### src/rtl/cache_arbiter.sv
// cache_arbiter: shares the single physical-memory port between the I-cache
// and the D-cache. One 128-bit line transaction is latched at a time, driven
// onto pmem, and completed with a one-cycle response pulse to its owner.
// Simultaneous requests are resolved round-robin.
//
// Ports:
//   clk, rst_n                       clock, asynchronous active-low reset
//   I_address, I_read                I-cache miss request
//   I_rdata, I_resp                  I-cache line return and response pulse
//   D_address, D_read, D_write       D-cache fill / write-back request
//   D_wdata                          D-cache write-back line
//   D_rdata, D_resp                  D-cache line return and response pulse
//   pmem_address, pmem_read,
//   pmem_write, pmem_wdata           physical-memory command (line aligned)
//   pmem_rdata, pmem_resp            physical-memory read line and completion
module cache_arbiter (
  input  logic         clk,
  input  logic         rst_n,
  input  logic [15:0]  I_address,
  input  logic         I_read,
  output logic [127:0] I_rdata,
  output logic         I_resp,
  input  logic [15:0]  D_address,
  input  logic         D_read,
  input  logic         D_write,
  input  logic [127:0] D_wdata,
  output logic [127:0] D_rdata,
  output logic         D_resp,
  output logic [15:0]  pmem_address,
  output logic         pmem_read,
  output logic         pmem_write,
  output logic [127:0] pmem_wdata,
  input  logic [127:0] pmem_rdata,
  input  logic         pmem_resp
);

  typedef enum logic [1:0] {StIdle, StIBusy, StDBusy, StResp} state_e;

  state_e       state_q, state_d;
  logic         last_grant_q, last_grant_d;  // 1 = D was granted on the last tie
  logic         owner_q, owner_d;            // 1 = D owns the transaction
  logic         op_write_q, op_write_d;
  logic [15:0]  addr_q, addr_d;
  logic [127:0] wbuf_q, wbuf_d;
  logic [127:0] line_q, line_d;

  logic i_req, d_req, grant_d, busy;

  assign i_req = I_read;
  assign d_req = D_read | D_write;

  always_comb begin
    state_d      = state_q;
    last_grant_d = last_grant_q;
    owner_d      = owner_q;
    op_write_d   = op_write_q;
    addr_d       = addr_q;
    wbuf_d       = wbuf_q;
    line_d       = line_q;
    grant_d      = 1'b0;
    unique case (state_q)
      StIdle: begin
        if (i_req || d_req) begin
          // On a tie D wins unless D took the previous tie.
          grant_d = d_req & (~i_req | ~last_grant_q);
          // Only ties advance the round-robin pointer.
          if (i_req && d_req) last_grant_d = grant_d;
          owner_d    = grant_d;
          addr_d     = grant_d ? {D_address[15:4], 4'b0000} : {I_address[15:4], 4'b0000};
          op_write_d = grant_d & D_write;
          wbuf_d     = D_wdata;
          state_d    = grant_d ? StDBusy : StIBusy;
        end
      end
      StIBusy, StDBusy: begin
        if (pmem_resp) begin
          if (!op_write_q) line_d = pmem_rdata;
          state_d = StResp;
        end
      end
      StResp:  state_d = StIdle;
      default: state_d = StIdle;
    endcase
  end

  always_ff @(posedge clk or negedge rst_n) begin
    if (!rst_n) begin
      state_q      <= StIdle;
      last_grant_q <= 1'b0;
      owner_q      <= 1'b0;
      op_write_q   <= 1'b0;
      addr_q       <= '0;
      wbuf_q       <= '0;
      line_q       <= '0;
    end else begin
      state_q      <= state_d;
      last_grant_q <= last_grant_d;
      owner_q      <= owner_d;
      op_write_q   <= op_write_d;
      addr_q       <= addr_d;
      wbuf_q       <= wbuf_d;
      line_q       <= line_d;
    end
  end

  // Outputs depend only on state and latched registers, so reset drops the
  // strobes immediately and pmem_resp never reaches *_resp combinationally.
  always_comb begin
    busy         = (state_q == StIBusy) || (state_q == StDBusy);
    pmem_read    = busy & ~op_write_q;
    pmem_write   = busy & op_write_q;
    pmem_address = addr_q;
    pmem_wdata   = wbuf_q;
    I_resp       = (state_q == StResp) & ~owner_q;
    D_resp       = (state_q == StResp) & owner_q;
    I_rdata      = line_q;
    D_rdata      = line_q;
  end

endmodule
### config.mk
export PLATFORM = sky130hd
export DESIGN_NAME = cache_arbiter
export DESIGN_NICKNAME = d
export VERILOG_FILES = /design/src/rtl/cache_arbiter.sv
export SDC_FILE = /design/constraint.sdc
export NUM_CORES = 1
export LEC_CHECK = 0
export CAP_MARGIN = 15
export CORE_AREA = 2 2 272 274
export CTS_CLUSTER_DIAMETER = 40
export DETAILED_ROUTE_END_ITERATION = 7
export DIE_AREA = 0 0 274 276
export PLACE_DENSITY_LB_ADDON = 0.1
export SETUP_SLACK_MARGIN = 0.4
export SYNTH_ARGS = -nofsm -noshare
export SYNTH_HDL_FRONTEND = slang
export SYNTH_SLANG_ARGS = --single-unit
### constraint.sdc
create_clock -name clk -period 2.5 [get_ports clk]
set_input_delay 0.375 -clock clk [delete_from_list [all_inputs] [get_ports clk]]
set_output_delay 0.375 -clock clk [all_outputs]
set_load 0.005 [all_outputs]
==> reports/results.ini <==
[logic_synthesis]
avgSynthCellArea_um2 = 15.8
synth.area.mux_share_pct = 28.5
ys_types = 27
ys_warn_count = 0
synthesis.area_um2 = 12000
synth_compound_gate_area_share_pct = 1.07
synth_fa_ha_area_share_pct = 0.314
synth_top_family_by_area = multiplexers
synthTopCellsByArea = dfrtp_1 57%, mux2_2 13%, mux2_4 13%, buf_4 8.5%, mux2_1 1.9%
synthXorXnorAreaFrac_pct = 0.0732
seq_area_frac_synth_pct = 57.1
synth_seq_cells = 273
synthSimpleGateAreaFrac_pct = 0.889
yosysTopAreaCell = dfrtp_1
syn_inst = 758
synth_top_area_share_pct = 57.1

[global_route]
globalRouteOverflowTotal = 0
antenna_found_initial = 3
grt_pass1_wl_um = 63700
grt_max_degree = 56
grt_use_total_pct = 11.5
grt_pass1_vias = 9049

[clock_network]
h-tree-depth = 3
clock_sinks = 273
path_clk_slew_ps = 40
cts_tree = yes
cts_root_buffer = clkbuf_16
cts_buffer_depth = 3
insertion_delay_ps = 570
cts-buffers-inserted = 69

[routing]
drc = 0
dr.pass1.iters = 4
wl_per_cell_um = 18.6
via_count = 8291
via_per_inst = 3.45
postRouteAntennaNets = 0
routed_wl_um = 44500
drt_iter0_markers = 164

[setup_path]
crit_fanout = 5
slowest_stage = dfrtp_1
crit_path_start = state_q[0]
crit_chain = inv_2 > ha_4 > and2b_2 > buf_2
ff2ff_path_depth = 6
cp_num_cells = 4
end_kind = primary output
crit_family = flip-flops
timing.critical_path.buf_inv = 2
r2r_setup_slack_ps = 510
start_kind = flip-flop
r2r-start = state_q[0]
worstSetupPathType = flip-flop to primary output
critPathRequiredTime_ps = 2120
cp_data_arrival_time_ps = 1660
max_stage_delay_ps = 390

[finish]
layout-drive-gt1-share_pct = 27.6
multi_input_area_um2 = 3730
fillers = 7391
regArea_um2 = 6830
fin_util_pct = 29.6
layout_common_cells = 680 x clkdlybuf4s50_1, 273 x dfrtp_1, 137 x mux2_2
final_common_cell = clkdlybuf4s50_1
syn_to_final_growth_pct = 79.3
fin_nets = 1684

[sta]
setup_violations = 0
min_period_ps = 2030
rsz0062_at_grt = true
worstMarginPinSlew_ps = 588
setup_ws_ps = 468
fin_crit_sh_pct = 81.3
whs_ps = 362
drv_slew = 0
fin_tns_setup_ps = 0
slew_headroom_pct = 60.8
fmax_ghz = 0.492
finClkSkew_ps = 17.5
hold_viol = 0

[placement]
dp_hpwl_um = 34300
dp_slack_ps = 242
gp_congestion = 0.728
port_buffers = 685

[power]
p_per_area_nw_per_um2 = 1460
ir_drop_uv = 607
power.leakage_nw = 9.11

[die]
num_rows = 99
initial_core_util_pct = 16.5
dieWidth_um = 274
ioPinCount = 698
die-area_um2 = 75600
core-area_um2 = 72600
dieHeight_um = 276

[min_path]
hold_class = input port to asynchronous set/reset pin

[run_status]
status = complete, no violations

[flow_run]
maxCapViolations = 0

-- sequential cells by signal, summed over array words and instances, names as in the netlist --
register	flops
D_rdata	128
last_grant_q	1
op_write_q	1
owner_q	1
pmem_address	12
pmem_wdata	128
state_q	2
-- cell usage after synthesis --
| library cell | number |
|---|---|
| o211ai_1 | 1 |
| mux2_4 | 100 |
| a2bb2oi_1 | 1 |
| o2bb2ai_2 | 1 |
| buf_6 | 14 |
| mux2i_1 | 14 |
| ha_1 | 3 |
| conb_1 | 1 |
| and2_1 | 2 |
| nor2b_1 | 2 |
| o21ai_0 | 13 |
| buf_2 | 2 |
| nand3_1 | 1 |
| xnor2_1 | 1 |
| dfrtp_1 | 273 |
| buf_4 | 135 |
| mux2_1 | 20 |
| buf_12 | 11 |
| nor3_1 | 1 |
| nand2_1 | 16 |
| buf_8 | 2 |
| mux2_2 | 137 |
| nor2_1 | 1 |
| a21oi_1 | 2 |
| and2b_1 | 1 |
| o31ai_4 | 1 |
| inv_1 | 2 |
-- path summary, 6_finish.rpt --
path | endpoint
setup / recovery | pmem_read
hold / removal | D_rdata[32]
setup reg to reg | D_rdata[96]
hold reg to reg | pmem_address[11]
max in group asynchronous | D_rdata[81]
min in group clk | pmem_wdata[86]
-- final cells by class --
cell class,instances,area share (%)
clock buffers,88,8.99
well taps,959,5.59
diodes,1,0.0117
inverters,2,0.0350
clock inverters,36,2.34
repair buffers,719,33.8
multi-input cells,322,17.4
flip-flops and latches,273,31.8
-- cells by family after synthesis --
logic type | Yosys count
other | 1
xor gates and xnor gates | 1
muxes | 271
adders and majority gates | 3
buffers and inverters | 166
DFF | 273
and+or+nand+nor | 24
AOI/OAI and AO/OA | 19
-- per-stage QoR --
step           total power (W)  instances  area [µm²]
2_1_floorplan           0.0150        761       12000
3_3_place_gp            0.0223       2273       19000
3_5_place_dp            0.0223       2273       19000
4_1_cts                 0.0321       2398       21500
5_1_grt                 0.0332       2400       21500
6_report                0.0314       2400       21500
-- layer usage --
metal / vias up / track usage (%) / wire, µm
li1: 3750 / - / -
met1: 4076 / 10.7 / 14500
met2: 386 / 22.0 / 24600
met3: 75 / 4.79 / 4220
met4: 4 / 4.32 / 1160
met5: - / 0 / 27
-- repair_timing --
| action | CTS | global route |
|---|---|---|
| endpoints found under the setup margin | 71 | 72 |
| gates resized for setup | 8 | 5 |
| endpoints found under the hold margin | 43 | 0 |
| buffers inserted | 0 | 1 |
| hold buffers | 1 | 0 |
-- report_power, final --
| part | internal (W) | switching, W | leakage [nW] |
|---|---|---|---|
| Combinational | 0.00933 | 0.00414 | 4.69 |
| Clock | 0.00655 | 0.00281 | 1.19 |
| Sequential | 0.00677 | 0.00175 | 3.22 |
| Total | 0.0227 | 0.00870 | 9.11 |
(Power assumes the default switching activity.)
